$ cat config.mk
export PLATFORM = sky130hd
export DESIGN_NAME = ro_issue_stage_flat
export DESIGN_NICKNAME = d
export VERILOG_FILES = /design/src/rtl/ro_issue_stage_if.sv /design/src/rtl/ro_issue_stage.sv /design/src/flat_wrapper.sv
export SDC_FILE = /design/constraint.sdc
export NUM_CORES = 1
export LEC_CHECK = 0
export BUFFER_PORTS_ARGS = -buffer_cell sky130_fd_sc_hd__clkbuf_2
export CAP_MARGIN = 20
export CORE_AREA = 2 2 421 423
export CTS_CLUSTER_SIZE = 25
export DETAILED_ROUTE_END_ITERATION = 16
export DIE_AREA = 0 0 423 425
export GPL_TIMING_DRIVEN = 0
export SYNTH_ARGS = -nofsm -noshare
export SYNTH_HDL_FRONTEND = slang
export SYNTH_SLANG_ARGS = --single-unit
$ cat constraint.sdc
create_clock -name clk -period 51 [get_ports clk]
set_input_delay 5.1 -clock clk [delete_from_list [all_inputs] [get_ports clk]]
set_output_delay 5.1 -clock clk [all_outputs]
set_load 0.03 [all_outputs]
$ cat src/rtl/ro_issue_stage_if.sv
// Decode -> issue -> execute bundle interface for the read-operands/issue stage.
// slave: the issue stage (consumes decode/RF/bypass, produces issue lanes).
// master: the surrounding pipeline (decode, register file, bypass network, execute).
interface ro_issue_stage_if #(
    parameter int LANES     = 2,
    parameter int XLEN      = 32,
    parameter int FWD_SRCS  = 6,
    parameter int PAYLOAD_W = 64
) ();
    logic                               flush;
    // decode side
    logic [LANES-1:0]                   in_valid;
    logic                               in_ready;
    logic [LANES-1:0]                   in_kill;
    logic [LANES-1:0][31:0]             in_pc;
    logic [LANES-1:0][4:0]              in_src1;
    logic [LANES-1:0][4:0]              in_src2;
    logic [LANES-1:0]                   in_src2_imm;
    logic [LANES-1:0][XLEN-1:0]         in_imm;
    logic [LANES-1:0][4:0]              in_dest;
    logic [LANES-1:0][PAYLOAD_W-1:0]    in_payload;
    // register file read ports: 2i = src1, 2i+1 = src2 of lane i
    logic [2*LANES-1:0][4:0]            rf_addr;
    logic [2*LANES-1:0][XLEN-1:0]       rf_data;
    // bypass network, index 0 youngest / highest priority
    logic [FWD_SRCS-1:0]                fwd_valid;
    logic [FWD_SRCS-1:0]                fwd_fwdable;
    logic [FWD_SRCS-1:0][4:0]           fwd_dest;
    logic [FWD_SRCS-1:0][XLEN-1:0]      fwd_result;
    // execute side
    logic [LANES-1:0]                   out_valid;
    logic                               out_ready;
    logic [LANES-1:0][31:0]             out_pc;
    logic [LANES-1:0][4:0]              out_dest;
    logic [LANES-1:0][PAYLOAD_W-1:0]    out_payload;
    logic [LANES-1:0][XLEN-1:0]         out_src1;
    logic [LANES-1:0][XLEN-1:0]         out_src2;
    logic [LANES-1:0][XLEN-1:0]         out_st_data;

    modport slave (
        input  flush, in_valid, in_kill, in_pc, in_src1, in_src2, in_src2_imm, in_imm,
               in_dest, in_payload, rf_data, fwd_valid, fwd_fwdable, fwd_dest, fwd_result,
               out_ready,
        output in_ready, rf_addr, out_valid, out_pc, out_dest, out_payload,
               out_src1, out_src2, out_st_data
    );

    modport master (
        output flush, in_valid, in_kill, in_pc, in_src1, in_src2, in_src2_imm, in_imm,
               in_dest, in_payload, rf_data, fwd_valid, fwd_fwdable, fwd_dest, fwd_result,
               out_ready,
        input  in_ready, rf_addr, out_valid, out_pc, out_dest, out_payload,
               out_src1, out_src2, out_st_data
    );
endinterface

$ cat src/rtl/ro_issue_stage.sv
// Read-operands/issue stage: holds one decoded bundle, resolves operands (RF/bypass/capture), issues lanes in order.
// Latency: a bundle accepted on edge N can issue in the cycle after edge N at the earliest.
// Backpressure: in_ready only when every held lane leaves this cycle; out_ready=0 freezes issue, operands keep capturing.
// Ports: clk, reset (async active-low), bus (ro_issue_stage_if.slave: decode, RF read, bypass, execute).
// Optional: define RO_PERF_CNT_EN to add perf_raw_stall / perf_dep_stall saturating counters.
module ro_issue_stage #(
    parameter int LANES     = 2,
    parameter int XLEN      = 32,
    parameter int FWD_SRCS  = 6,
    parameter int PAYLOAD_W = 64
) (
    input  logic                clk,
    input  logic                reset,
    ro_issue_stage_if.slave     bus
`ifdef RO_PERF_CNT_EN
    ,
    output logic [31:0]         perf_raw_stall,
    output logic [31:0]         perf_dep_stall
`endif
);

    // held bundle
    logic [LANES-1:0]                   held_valid;
    logic [LANES-1:0][31:0]             pc_q;
    logic [LANES-1:0][4:0]              src1_q;
    logic [LANES-1:0][4:0]              src2_q;
    logic [LANES-1:0][4:0]              dest_q;
    logic [LANES-1:0]                   imm_sel_q;
    logic [LANES-1:0][XLEN-1:0]         imm_q;
    logic [LANES-1:0][PAYLOAD_W-1:0]    payload_q;
    // per-operand capture (operand 0 = src1, 1 = src2 register)
    logic [LANES-1:0][1:0]              cap_vld;
    logic [LANES-1:0][1:0][XLEN-1:0]    cap_dat;

    logic [LANES-1:0][1:0][4:0]         op_addr;
    logic [LANES-1:0][1:0][XLEN-1:0]    op_val;
    logic [LANES-1:0][1:0]              op_src_rdy;
    logic [LANES-1:0][1:0]              fwd_hit;
    logic [LANES-1:0][1:0]              op_dep;
    logic [LANES-1:0][1:0]              op_rdy;
    logic [LANES-1:0]                   lane_dep;
    logic [LANES-1:0]                   issue;
    logic [LANES:0]                     in_order;
    logic                               accept;

    // Operand resolution. Priority: r0, capture, first matching bypass entry, RF.
    always_comb begin
        op_addr    = '0;
        op_val     = '0;
        op_src_rdy = '0;
        fwd_hit    = '0;
        op_dep     = '0;
        for (int i = 0; i < LANES; i++) begin
            for (int o = 0; o < 2; o++) begin
                op_addr[i][o]    = (o == 0) ? src1_q[i] : src2_q[i];
                op_val[i][o]     = bus.rf_data[2*i+o];
                op_src_rdy[i][o] = 1'b1;
                // Only the highest-priority match counts, even if it is not yet forwardable.
                for (int k = 0; k < FWD_SRCS; k++) begin
                    if (!fwd_hit[i][o] && bus.fwd_valid[k] && bus.fwd_dest[k] == op_addr[i][o]) begin
                        fwd_hit[i][o]    = 1'b1;
                        op_src_rdy[i][o] = bus.fwd_fwdable[k];
                        op_val[i][o]     = bus.fwd_result[k];
                    end
                end
                if (cap_vld[i][o]) begin
                    op_src_rdy[i][o] = 1'b1;
                    op_val[i][o]     = cap_dat[i][o];
                end
                if (op_addr[i][o] == 5'd0) begin
                    op_src_rdy[i][o] = 1'b1;
                    op_val[i][o]     = '0;
                end
                // Producer sits in an older slot of this bundle: the RF value is stale
                // until that lane leaves and its result shows up on the bypass network.
                for (int j = 0; j < i; j++) begin
                    if (held_valid[j] && dest_q[j] != 5'd0 && dest_q[j] == op_addr[i][o])
                        op_dep[i][o] = 1'b1;
                end
            end
        end
    end

    always_comb begin
        for (int i = 0; i < LANES; i++) begin
            bus.rf_addr[2*i]   = src1_q[i];
            bus.rf_addr[2*i+1] = src2_q[i];
        end
    end

    // In-order issue: a lane may go only if every older slot is empty or issuing now.
    always_comb begin
        op_rdy      = op_src_rdy & ~op_dep;
        lane_dep    = '0;
        issue       = '0;
        in_order    = '0;
        in_order[0] = 1'b1;
        for (int i = 0; i < LANES; i++) begin
            lane_dep[i]   = |op_dep[i];
            issue[i]      = !bus.flush && bus.out_ready && held_valid[i] && (&op_rdy[i]) && in_order[i];
            in_order[i+1] = in_order[i] && (issue[i] || !held_valid[i]);
        end
    end

    assign bus.in_ready  = !bus.flush && in_order[LANES];
    assign accept        = bus.in_ready && (|bus.in_valid);
    assign bus.out_valid = issue;

    always_comb begin
        for (int i = 0; i < LANES; i++) begin
            bus.out_pc[i]      = pc_q[i];
            bus.out_dest[i]    = dest_q[i];
            bus.out_payload[i] = payload_q[i];
            bus.out_src1[i]    = op_val[i][0];
            bus.out_st_data[i] = op_val[i][1];
            bus.out_src2[i]    = imm_sel_q[i] ? imm_q[i] : op_val[i][1];
        end
    end

    always_ff @(posedge clk or negedge reset) begin
        if (!reset) begin
            held_valid <= '0;
            cap_vld    <= '0;
        end else if (bus.flush) begin
            held_valid <= '0;
            cap_vld    <= '0;
        end else if (accept) begin
            held_valid <= bus.in_valid & ~bus.in_kill;
            cap_vld    <= '0;
        end else begin
            for (int i = 0; i < LANES; i++) begin
                if (issue[i]) begin
                    held_valid[i] <= 1'b0;
                end else if (held_valid[i]) begin
                    for (int o = 0; o < 2; o++) begin
                        if (op_rdy[i][o])
                            cap_vld[i][o] <= 1'b1;
                    end
                end
            end
        end
    end

    // Datapath registers: contents only matter while the matching valid/capture bit is set.
    always_ff @(posedge clk) begin
        if (accept) begin
            pc_q      <= bus.in_pc;
            src1_q    <= bus.in_src1;
            src2_q    <= bus.in_src2;
            dest_q    <= bus.in_dest;
            imm_sel_q <= bus.in_src2_imm;
            imm_q     <= bus.in_imm;
            payload_q <= bus.in_payload;
        end
        for (int i = 0; i < LANES; i++) begin
            for (int o = 0; o < 2; o++) begin
                if (held_valid[i] && !cap_vld[i][o])
                    cap_dat[i][o] <= op_val[i][o];
            end
        end
    end

`ifdef RO_PERF_CNT_EN
    logic raw_block;
    logic dep_block;

    always_comb begin
        raw_block = 1'b0;
        dep_block = 1'b0;
        // Walk downwards so the oldest held lane has the final say.
        for (int i = LANES - 1; i >= 0; i--) begin
            if (held_valid[i])
                raw_block = !(&op_src_rdy[i]);
        end
        for (int i = 0; i < LANES; i++) begin
            if (held_valid[i] && lane_dep[i] && (&op_src_rdy[i]))
                dep_block = 1'b1;
        end
    end

    always_ff @(posedge clk or negedge reset) begin
        if (!reset) begin
            perf_raw_stall <= '0;
            perf_dep_stall <= '0;
        end else if (!bus.flush && bus.out_ready) begin
            if (raw_block && perf_raw_stall != 32'hFFFF_FFFF)
                perf_raw_stall <= perf_raw_stall + 32'd1;
            if (dep_block && perf_dep_stall != 32'hFFFF_FFFF)
                perf_dep_stall <= perf_dep_stall + 32'd1;
        end
    end
`endif

endmodule

$ cat src/flat_wrapper.sv
// flat-port wrapper written by rule: the top's interface ports become plain ports
module ro_issue_stage_flat 
#(
    parameter int LANES     = 2,
    parameter int XLEN      = 32,
    parameter int FWD_SRCS  = 6,
    parameter int PAYLOAD_W = 64
)
  (clk, reset, bus_flush, bus_in_valid, bus_in_kill, bus_in_pc, bus_in_src1, bus_in_src2, bus_in_src2_imm, bus_in_imm, bus_in_dest, bus_in_payload, bus_rf_data, bus_fwd_valid, bus_fwd_fwdable, bus_fwd_dest, bus_fwd_result, bus_out_ready, bus_in_ready, bus_rf_addr, bus_out_valid, bus_out_pc, bus_out_dest, bus_out_payload, bus_out_src1, bus_out_src2, bus_out_st_data);
  ro_issue_stage_if #(.LANES(LANES), .XLEN(XLEN), .FWD_SRCS(FWD_SRCS), .PAYLOAD_W(PAYLOAD_W)) bus_i ();
  input  logic clk;
  input  logic reset;
  input wire logic [$bits(bus_i.flush)-1:0] bus_flush;
  input wire logic [$bits(bus_i.in_valid)-1:0] bus_in_valid;
  input wire logic [$bits(bus_i.in_kill)-1:0] bus_in_kill;
  input wire logic [$bits(bus_i.in_pc)-1:0] bus_in_pc;
  input wire logic [$bits(bus_i.in_src1)-1:0] bus_in_src1;
  input wire logic [$bits(bus_i.in_src2)-1:0] bus_in_src2;
  input wire logic [$bits(bus_i.in_src2_imm)-1:0] bus_in_src2_imm;
  input wire logic [$bits(bus_i.in_imm)-1:0] bus_in_imm;
  input wire logic [$bits(bus_i.in_dest)-1:0] bus_in_dest;
  input wire logic [$bits(bus_i.in_payload)-1:0] bus_in_payload;
  input wire logic [$bits(bus_i.rf_data)-1:0] bus_rf_data;
  input wire logic [$bits(bus_i.fwd_valid)-1:0] bus_fwd_valid;
  input wire logic [$bits(bus_i.fwd_fwdable)-1:0] bus_fwd_fwdable;
  input wire logic [$bits(bus_i.fwd_dest)-1:0] bus_fwd_dest;
  input wire logic [$bits(bus_i.fwd_result)-1:0] bus_fwd_result;
  input wire logic [$bits(bus_i.out_ready)-1:0] bus_out_ready;
  output wire logic [$bits(bus_i.in_ready)-1:0] bus_in_ready;
  output wire logic [$bits(bus_i.rf_addr)-1:0] bus_rf_addr;
  output wire logic [$bits(bus_i.out_valid)-1:0] bus_out_valid;
  output wire logic [$bits(bus_i.out_pc)-1:0] bus_out_pc;
  output wire logic [$bits(bus_i.out_dest)-1:0] bus_out_dest;
  output wire logic [$bits(bus_i.out_payload)-1:0] bus_out_payload;
  output wire logic [$bits(bus_i.out_src1)-1:0] bus_out_src1;
  output wire logic [$bits(bus_i.out_src2)-1:0] bus_out_src2;
  output wire logic [$bits(bus_i.out_st_data)-1:0] bus_out_st_data;
  assign bus_i.flush = bus_flush;
  assign bus_i.in_valid = bus_in_valid;
  assign bus_i.in_kill = bus_in_kill;
  assign bus_i.in_pc = bus_in_pc;
  assign bus_i.in_src1 = bus_in_src1;
  assign bus_i.in_src2 = bus_in_src2;
  assign bus_i.in_src2_imm = bus_in_src2_imm;
  assign bus_i.in_imm = bus_in_imm;
  assign bus_i.in_dest = bus_in_dest;
  assign bus_i.in_payload = bus_in_payload;
  assign bus_i.rf_data = bus_rf_data;
  assign bus_i.fwd_valid = bus_fwd_valid;
  assign bus_i.fwd_fwdable = bus_fwd_fwdable;
  assign bus_i.fwd_dest = bus_fwd_dest;
  assign bus_i.fwd_result = bus_fwd_result;
  assign bus_i.out_ready = bus_out_ready;
  assign bus_in_ready = bus_i.in_ready;
  assign bus_rf_addr = bus_i.rf_addr;
  assign bus_out_valid = bus_i.out_valid;
  assign bus_out_pc = bus_i.out_pc;
  assign bus_out_dest = bus_i.out_dest;
  assign bus_out_payload = bus_i.out_payload;
  assign bus_out_src1 = bus_i.out_src1;
  assign bus_out_src2 = bus_i.out_src2;
  assign bus_out_st_data = bus_i.out_st_data;
  ro_issue_stage #(.LANES(LANES), .XLEN(XLEN), .FWD_SRCS(FWD_SRCS), .PAYLOAD_W(PAYLOAD_W)) u_core (.clk(clk), .reset(reset), .bus(bus_i));
endmodule
== Word-level counts from Yosys, hierarchy flattened ==
Cells that the tools add are included.
Operators by class
  reduce and logical (&&, ||, !) cells: 109
  equality and inequality tests: 28
  bitwise operators: 4
  multiplexer cells: 102
Operator list (number)
  2-to-1 mux 32 bit: 34
  == test 5 bit: 26
  logical AND 1 bit: 60
  2-to-1 mux 1 bit: 60
  zero test 1 bit: 27
  nonzero test 3 bit: 8
  zero test 5 bit: 4
  2-to-1 mux 2 bit: 6
  AND reduction 3 bit: 4
  2-to-1 mux 4 bit: 2
  != test 3 x 2 -> 1 bit (second input constant): 2
  nonzero test 5 bit: 1
  AND 4 bit: 1
  inverter 4 bit: 1
  AND reduction 2 bit: 2
  AND 2 bit: 1
  logical OR 1 bit: 2
  inverter 2 bit: 1
  OR reduction 2 bit: 1
Word-level totals
  logic and storage cells: 266
  output and inout port bits: 417
  bits in registers: 422
  input port bits: 658

== Depth between registers and ports, before layout ==
Gate-level depths: netlist (run 1).
  depth in word-level cells: 36
  depth in mapped cells: 13
  depth with buffers taken out: 9

== Least setup slack after synthesis (run 1) ==
Ideal clock, no wire load.
  path type: input-to-reg
  from: input port bus_fwd_dest[7]
  to: register u_core.dest_q, in the netlist u_core.bus.out_dest[0] (enable)
  arrival: 26486 ps
  stages: 10
  path slack: 23220 ps
  buffers on the path: 2
  setup time: 1294 ps
  required time: 49706 ps
  cell sequence: clkbuf_2 -> a221o_1 -> or3_1 -> clkbuf_1 -> a311oi_1 -> o22ai_1 -> a2bb2oi_1 -> o32ai_1 -> or2_2 -> nor3_1
On the way
  longest elaborated chain between the ends: 30
  elaborated cells between the ends (all ways): 111
  classes of those cells: eq/ne (4); mux (44); bitwise (1); reduce/logical (62)
RTL lines
  from (decl): RTL line flat_wrapper.sv:26  | input wire logic [$bits(bus_i.fwd_dest)-1:0] bus_fwd_dest;
  == test 5 bit: RTL line ro_issue_stage.sv:60  | if (!fwd_hit[i][o] && bus.fwd_valid[k] && bus.fwd_dest[k] == op_addr[i][o]) begin
  logical AND 1 bit: RTL line ro_issue_stage.sv:60
  2-to-1 mux 1 bit: RTL line ro_issue_stage.sv:60
  zero test 1 bit: RTL line ro_issue_stage.sv:60
  logical AND 1 bit (2 in a row): RTL line ro_issue_stage.sv:60
  2-to-1 mux 1 bit: RTL line ro_issue_stage.sv:60
  zero test 1 bit: RTL line ro_issue_stage.sv:60
  logical AND 1 bit (2 in a row): RTL line ro_issue_stage.sv:60
  (+13 left out)
  logical AND 1 bit: RTL line ro_issue_stage.sv:100  | issue[i] = !bus.flush && bus.out_ready && held_valid[i] && (&op_rdy[i]) && in_order[i];
  logical OR 1 bit: RTL line ro_issue_stage.sv:101  | in_order[i+1] = in_order[i] && (issue[i] || !held_valid[i]);
  logical AND 1 bit: RTL line ro_issue_stage.sv:100
  logical OR 1 bit: RTL line ro_issue_stage.sv:101
  logical AND 1 bit *: RTL line ro_issue_stage.sv:101
  logical AND 1 bit *: RTL line ro_issue_stage.sv:105  | assign bus.in_ready = !bus.flush && in_order[LANES];
  logical AND 1 bit *: RTL line ro_issue_stage.sv:106  | assign accept = bus.in_ready && (|bus.in_valid);
  named net u_core.accept: RTL line ro_issue_stage.sv:44  | logic accept;
  to (signal assigned): RTL line ro_issue_stage.sv:150  | dest_q <= bus.in_dest;
  to (decl): RTL line ro_issue_stage.sv:27  | logic [LANES-1:0][4:0] dest_q;
The timed path passes the listed nets; every way through them passes the cells marked *.
A chain may end at the register's enable or synchronous reset.

== Worst setup path in the final report (run 1) ==
  from: input port bus_fwd_dest[18]
  to: output port bus_out_src2[12]
On the way
  longest elaborated chain between the ends: 14
  elaborated cells between the ends (all ways): 16
  classes of those cells: eq/ne (1); mux (8); reduce/logical (7)
RTL lines
  == test 5 bit *: RTL line ro_issue_stage.sv:60
  logical AND 1 bit *: RTL line ro_issue_stage.sv:60
  2-to-1 mux 1 bit: RTL line ro_issue_stage.sv:60
  zero test 1 bit: RTL line ro_issue_stage.sv:60
  logical AND 1 bit (2 in a row): RTL line ro_issue_stage.sv:60
  2-to-1 mux 1 bit: RTL line ro_issue_stage.sv:60
  zero test 1 bit: RTL line ro_issue_stage.sv:60
  logical AND 1 bit (2 in a row): RTL line ro_issue_stage.sv:60
  2-to-1 mux 32 bit *: RTL line ro_issue_stage.sv:60
  2-to-1 mux 32 bit *: RTL line ro_issue_stage.sv:66  | if (cap_vld[i][o]) begin
  2-to-1 mux 32 bit *: RTL line ro_issue_stage.sv:70  | if (op_addr[i][o] == 5'd0) begin
  2-to-1 mux 32 bit *: RTL line ro_issue_stage.sv:116  | bus.out_src2[i] = imm_sel_q[i] ? imm_q[i] : op_val[i][1];
  to (decl): RTL line flat_wrapper.sv:36  | output wire logic [$bits(bus_i.out_src2)-1:0] bus_out_src2;
Every way passes the cells marked *; elsewhere a longest branch is shown, timed or not.

==> impl_metrics.csv, run 1 <==
group,metric,value,unit
status,status,"complete, no violations",
yosys,ys_seq_area_frac,0.526,
yosys,async_flop_share,0.0142,
yosys,synth_area,24000,um2
detailed_routing,wl,207000,um
global_routing,overflow,0,
sta,report.final.setup_viol,0,
cts,post_cts_buffers,0,
layout,multi_input_area,10600,um2
place,globalplace.congestion,1.00,
place,hpwlAfterDp,171000,um
layout,final_area,35000,um2
cts,tritoncts,"done",
place,placed_cell_area,32900,um2
place,dp_slack,36.29,ns
sta,final_max_slew_viol_count,0,
critical_path,cp_max_fo,10,
critical_path,r2r_cells,22,
yosys,yosys_warnings,0,
detailed_routing,wire_per_inst,35.6,um
sta,setup_tns,0,ns
detailed_routing,drc_errors,0,
yosys,synth_edf_count,416,
layout,num-nets-final,4008,
sta,setup_slack,36.16,ns
cts,clk_latency,0.73,ns
critical_path,endpoint,"bus_out_src2[12]",
critical_path,r2r_slack,44.16,ns
sta,max_freq,67.4,MHz
cts,htreeDepth,2,
yosys,synth_top_family_by_area,"compound AO/OA/AOI/OAI gates",
floorplanning,start_util,0.137,
layout,seqCellArea,12600,um2
yosys,syn_inst,2177,
sta,rsz0062_at_grt,"no",
layout,fill_cells,19539,
floorplanning,die_height,425,um
critical_path,worstSetupPathType,"in -> out",
place,portBuffers,1073,
floorplanning,rows,154,
floorplanning,pin_count,1075,
yosys,synth_xor_area_frac,0.0452,
sta,clock_skew,0.0455,ns
pwr,p_leak,0.0139,uW
sta,finalCritPeriodShare,0.291,
pwr,ir_worst_vdd,0.0285,mV
global_routing,grt_first_pass_wirelength,260000,um
sta,maxSlewHeadroom,0.164,
critical_path,reg2reg_to,"u_core.imm_q[2]$_DFFE_PP_",
sta,period_minus_slack,14.84,ns
floorplanning,dieArea,180000,um2
layout,drive_above_1_share,0.397,
detailed_routing,drtIter0Drc,3989,
worst_hold_path,hp-class,"reg -> reg",
yosys,ys_ff_latch,422,
layout,most-common-layout-cells,"clkbuf_2 (1075), edfxtp_1 (416), nor2_1 (221)",
detailed_routing,first_pass_iters,6,
yosys,syn_area_per_cell,11.0,um2
yosys,synth-adder-area-share,0,
cts,post_cts_resized,0,
critical_path,worstPathArrival,9.74,ns
cts,cts_root_buf,"clkbuf_16",
yosys,yosys.area_share.simple,0.135,
floorplanning,die_w,423,um
cts,clk_pin_slew,0.06,ns
global_routing,grt_pass1_vias,25524,
yosys,synth.distinct_cells,66,
yosys,post_synth_mux_area_share,0.0570,
critical_path,crit_path_start_kind,"input port",
job,drv_cap,0,
layout,area_growth,45.5,%
critical_path,r2r_start,"u_core.bus.rf_addr[4]$_DFFE_PP_",
cts,clockBufferDepth,3,
sta,final_hold_viol_count,0,
detailed_routing,ant_nets,0,
critical_path,required,45.90,ns
detailed_routing,vias,27500,
layout,finalNonFillerCells,5814,
detailed_routing,vias_per_cell,4.73,
place,place_inst,5628,
cts,hold_buffers,0,
yosys,syn_nets,2835,
global_routing,grt_antenna_before_repair,161,
global_routing,track_usage,0.219,
layout,final_common_cell,"clkbuf_2",
cts,numCtsBuffers,55,
pwr,power.density,33.0,nW/um2
critical_path,setup.worst_path.start,"bus_fwd_dest[18]",
yosys,synth_ff_type,"edfxtp_1",
sta,worst_pin_slew,1.25,ns
yosys,synth-compound-area-share,0.201,
cts,cts.sinks,422,
critical_path,endpoint_kind,"primary output",
floorplanning,core,175000,um2
global_routing,grt_max_degree,25,
pwr,p_total,1150,uW
routing by layer:
layer,vias up,global-route usage,share of wire,wire length [um]
li1,10977,-,-,-
met3,679,0.0770,0.099,20400
met1,13379,0.230,0.34,69900
met5,-,0,0.0018,371
met2,2409,0.367,0.48,99200
met4,56,0.155,0.083,17100
synth_stat cells, types with 3 or more instances:
master	instances	area, um2
nand2_1	151	567
nand2b_1	36	225
a311oi_1	3	26.3
a31oi_1	4	25.0
a221o_1	56	561
a211o_1	12	105
nor3b_1	3	22.5
a211oi_1	33	248
dfrtp_1	6	150
o211ai_1	67	503
mux2i_1	66	661
nand4_1	4	25.0
o2111ai_1	4	35.0
buf_2	39	195
and3_1	44	275
nor3_2	16	160
o31ai_1	3	22.5
nor3_1	38	190
mux2_2	63	709
edfxtp_1	416	12500
a222oi_1	32	320
or3_1	5	31.3
a22o_1	84	736
clkbuf_1	138	518
nand3_1	16	80.1
or2_2	3	18.8
buf_1	10	37.5
o31a_1	33	289
nor2_1	224	841
nor4_2	3	37.5
xor2_1	72	631
or4_1	7	52.6
nor4_1	45	282
buf_4	8	60.1
o21ai_0	133	666
a221oi_1	95	832
and2_1	11	68.8
nor2b_1	40	250
a21oi_1	55	275
xnor2_1	52	455
a22oi_1	4	30.0
inv_1	14	52.6
state kept, by name, summed over array words and instances, names as in the netlist:
register / flops
u_core.imm_sel_q: 2
u_core.bus.out_pc: 64
u_core.cap_vld: 4
u_core.held_valid: 2
u_core.bus.out_payload: 128
u_core.imm_q: 64
u_core.cap_dat: 128
u_core.bus.out_dest: 10
u_core.bus.rf_addr: 20
area by class of cell:
class / count / area share
sequential: 422 / 0.362
multi-input combinational: 1545 / 0.302
timing repair buffer: 1116 / 0.170
tap: 2340 / 0.0837
clock buffer: 64 / 0.0403
buffer: 196 / 0.0234
clock inverter: 34 / 0.0112
antenna: 83 / 0.00594
inverter: 14 / 0.00150
cell families (layout without fill, tap and decap cells):
logic type | count (synthesis) | after routing
AO/OA/AOI/OAI | 635 | 635
XOR/XNOR | 124 | 124
buffers and inverters | 210 | 1424
flip-flops | 422 | 422
multiplexers | 129 | 129
other | 0 | 83
AND/OR/NAND/NOR | 657 | 657
worst max-delay path, stage by stage:
cell      delay [ns]
clkbuf_2        0.15
xor2_1          0.16
nor4_1          0.55
nand3_1         0.28
nor4_2          0.78
clkbuf_1        0.79
a211oi_1        0.18
o31a_1          0.30
nor3_1          0.88
mux2_2          0.32
clkbuf_2        0.21
power breakdown:
| group | internal, uW | switching [uW] |
|---|---|---|
| logic | 91.3 | 227 |
| clock network | 229 | 182 |
| registers | 414 | 10.7 |
how the worst min path moves through the flow:
stage | startpoint | endpoint | depth (start not counted) | slack, ns
floorplan | u_core.cap_vld[2]$_DFFE_PN0P_ | u_core.cap_vld[2]$_DFFE_PN0P_ | 2 | 0.54
global placement | u_core.cap_dat[78]$_DFFE_PP_ | u_core.cap_dat[78]$_DFFE_PP_ | 2 | 0.58
detailed placement | u_core.cap_dat[78]$_DFFE_PP_ | u_core.cap_dat[78]$_DFFE_PP_ | 2 | 0.59
CTS | u_core.cap_dat[78]$_DFFE_PP_ | u_core.cap_dat[78]$_DFFE_PP_ | 2 | 0.60
global route | u_core.cap_dat[95]$_DFFE_PP_ | u_core.cap_dat[95]$_DFFE_PP_ | 2 | 0.62
finish | u_core.cap_dat[67]$_DFFE_PP_ | u_core.cap_dat[67]$_DFFE_PP_ | 2 | 0.61
per-stage QoR:
stage                     hold slack (ns)   util
after floorplan                     0.540      -
after global placement              0.585  0.184
after detailed placement            0.587  0.188
after CTS                           0.602  0.198
after global routing                0.619  0.199
final                               0.609  0.199
No activity file was read; power rests on OpenSTA's default activity.
==> inputs of run 2 (changes only) <==
--- a/config.mk
+++ b/config.mk
@@ -5,12 +5,13 @@
 export SDC_FILE = /design/constraint.sdc
 export NUM_CORES = 1
 export LEC_CHECK = 0
+export ABC_AREA = 1
 export BUFFER_PORTS_ARGS = -buffer_cell sky130_fd_sc_hd__clkbuf_2
 export CAP_MARGIN = 20
-export CORE_AREA = 2 2 421 423
+export CORE_AREA = 2 2 413 415
 export CTS_CLUSTER_SIZE = 25
 export DETAILED_ROUTE_END_ITERATION = 16
-export DIE_AREA = 0 0 423 425
+export DIE_AREA = 0 0 415 417
 export GPL_TIMING_DRIVEN = 0
 export SYNTH_ARGS = -nofsm -noshare
 export SYNTH_HDL_FRONTEND = slang
==> constraint.sdc (replaced) <==
create_clock -name clk -period 13.2 [get_ports clk]
set_input_delay 1.32 -clock clk [delete_from_list [all_inputs] [get_ports clk]]
set_output_delay 1.32 -clock clk [all_outputs]
set_load 0.03 [all_outputs]
==> impl_metrics.csv, run 2 <==
group,metric,value,unit
status,status,"complete, no violations",
yosys,synth_top_area_share,0.480,
job,drv_cap,0,
detailed_routing,vias,31360,
pwr,ir_worst_vdd,0.124,mV
sta,setup_slack,6.56,ns
yosys,synth_ff_type,"edfxtp_1",
yosys,yosys_warnings,0,
global_routing,grt_max_degree,131,
critical_path,r2r_start,"u_core.bus.rf_addr[0]$_DFFE_PP_",
cts,clk_latency,0.65,ns
sta,final_hold_viol_count,0,
place,portBuffers,1073,
layout,area_growth,39.0,%
cts,cts_root_buf,"clkbuf_16",
sta,maxSlewHeadroom,0.326,
sta,clock_skew,0.0537,ns
critical_path,reg2reg_to,"u_core.imm_q[27]$_DFFE_PP_",
sta,worst_pin_slew,1.01,ns
critical_path,r2r_cells,18,
yosys,synth_top_area_cell,"edfxtp_1",
sta,setup_tns,0,ns
cts,htreeDepth,2,
cts,numCtsBuffers,49,
layout,utilization,0.215,
detailed_routing,wl,224000,um
detailed_routing,ant_nets,0,
sta,report.final.setup_viol,0,
cts,post_cts_resized,0,
yosys,syn_area_per_cell,8.18,um2
critical_path,required,11.88,ns
layout,most-common-layout-cells,"clkbuf_2 (1073), nand2_1 (818), edfxtp_1 (416)",
pwr,power.density,127,nW/um2
yosys,syn_nets,3840,
layout,final_common_cell,"clkbuf_2",
sta,finalCritPeriodShare,0.503,
floorplanning,rows,151,
yosys,synth_area,26000,um2
yosys,synth_edf_count,416,
detailed_routing,drtIter0Drc,3801,
sta,max_freq,151,MHz
yosys,async_flop_share,0.0142,
yosys,synth.area.top_cells,"edfxtp_1 (48%), nand2_1 (12%), o21ai_0 (7.4%), inv_1 (4.8%), o211ai_1 (3.7%)",
pwr,p_leak,0.0160,uW
place,hpwlAfterDp,193000,um
critical_path,worstPathArrival,5.32,ns
pwr,p_total,4590,uW
floorplanning,core,169000,um2
critical_path,r2r_slack,8.09,ns
yosys,ys_seq_area_frac,0.486,
floorplanning,dieArea,173000,um2
yosys,yosysMostFrequentCell,"nand2_1",
critical_path,endpoint_kind,"primary output",
detailed_routing,first_pass_iters,6,
detailed_routing,drc_errors,0,
critical_path,worstSetupPathType,"reg -> out",
critical_path,cp_max_fo,10,
global_routing,grt_first_pass_wirelength,286000,um
detailed_routing,wire_per_inst,33.6,um
yosys,synth_common_cells,"nand2_1 (818), edfxtp_1 (416), o21ai_0 (383)",
floorplanning,die_height,417,um
cts,clockBufferDepth,3,
yosys,syn_inst,3182,
worst_hold_path,hp-class,"in -> async",
layout,num-nets-final,4970,
detailed_routing,vias_per_cell,4.72,
cts,clk_pin_slew,0.06,ns
cts,tritoncts,"done",
layout,finalNonFillerCells,6643,
floorplanning,die_w,415,um
global_routing,grt_antenna_before_repair,123,
global_routing,grt_pass1_vias,29999,
yosys,ys_ff_latch,422,
cts,cts.sinks,422,
sta,final_max_slew_viol_count,0,
global_routing,overflow,0,
sta,period_minus_slack,6.64,ns
place,dp_slack,6.50,ns
yosys,synth.distinct_cells,43,
critical_path,crit_path_start_kind,"register",
place,place_inst,6479,
cts,hold_buffers,0,
floorplanning,pin_count,1075,
layout,drive_above_1_share,0.312,
cts,post_cts_buffers,0,
place,globalplace.congestion,1.03,
floorplanning,start_util,0.154,
global_routing,track_usage,0.248,
sta,rsz0062_at_grt,"no",
## run 2: worst max-delay path: stages (launching register included)
cell	delay, ns
edfxtp_1	0.53
buf_4	0.32
inv_2	0.15
nand2_1	0.08
nand2_1	0.05
nor2_1	0.13
nand2_1	0.12
nor2_4	0.22
nand3_4	0.25
clkbuf_1	0.39
o21ai_0	0.73
nand2_1	0.11
o21ai_0	0.25
o21bai_1	0.36
a21oi_1	0.62
clkbuf_2	0.39
## run 2: per-stage QoR
step	hold slack [ns]	cell area (um2)
final	0.547	36200
after detailed placement	0.618	34300
after CTS	0.521	36000
after global placement	0.614	34200
after floorplan	0.508	26000
after global routing	0.532	36100
## run 2: metal layers
layer,share of wire,track usage
met1,0.36,0.271
met5,0.00069,0
met2,0.50,0.431
met3,0.071,0.0490
met4,0.076,0.173
## run 2: worst max-delay path by stage
stage	end	cells past startpoint	slack [ns]	start
finish	bus_out_st_data[56]	15	6.56	u_core.bus.rf_addr[19]$_DFFE_PP_
global route	bus_out_st_data[56]	15	6.36	u_core.bus.rf_addr[19]$_DFFE_PP_
CTS	bus_out_st_data[56]	15	6.47	u_core.bus.rf_addr[19]$_DFFE_PP_
detailed placement	bus_out_st_data[56]	15	6.50	bus_fwd_dest[14]
global placement	u_core.imm_q[23]$_DFFE_PP_	16	0.32	bus_fwd_dest[4]
floorplan	u_core.bus.out_dest[0]$_DFFE_PP_	16	4.26	bus_fwd_dest[4]
## run 2: power by group
group / total (uW) / internal [uW] / switching (uW)
logic: 1500 / 340 / 1160
registers: 1660 / 1610 / 42.5
clock network: 1430 / 809 / 626
total: 4590 / 2760 / 1830
## run 2: kinds of logic after synthesis
| kind of cell | Yosys count | synth area share |
|---|---|---|
| buffers and inverters | 573 | 0.0899 |
| AO/OA/AOI/OAI | 931 | 0.209 |
| XOR/XNOR | 23 | 0.00774 |
| flip-flops | 422 | 0.486 |
| AND/OR/NAND/NOR | 1233 | 0.208 |
## run 2: layout make-up
| type | instances | area [um2] |
|---|---|---|
| antenna | 78 | 195 |
| buffer | 209 | 968 |
| clock buffer | 57 | 1260 |
| clock inverter | 29 | 382 |
| fill | 19098 | 132000 |
| inverter | 364 | 1380 |
| multi-input combinational | 2187 | 11100 |
| sequential | 422 | 12600 |
| tap | 2218 | 2780 |
| timing repair buffer | 1079 | 5490 |
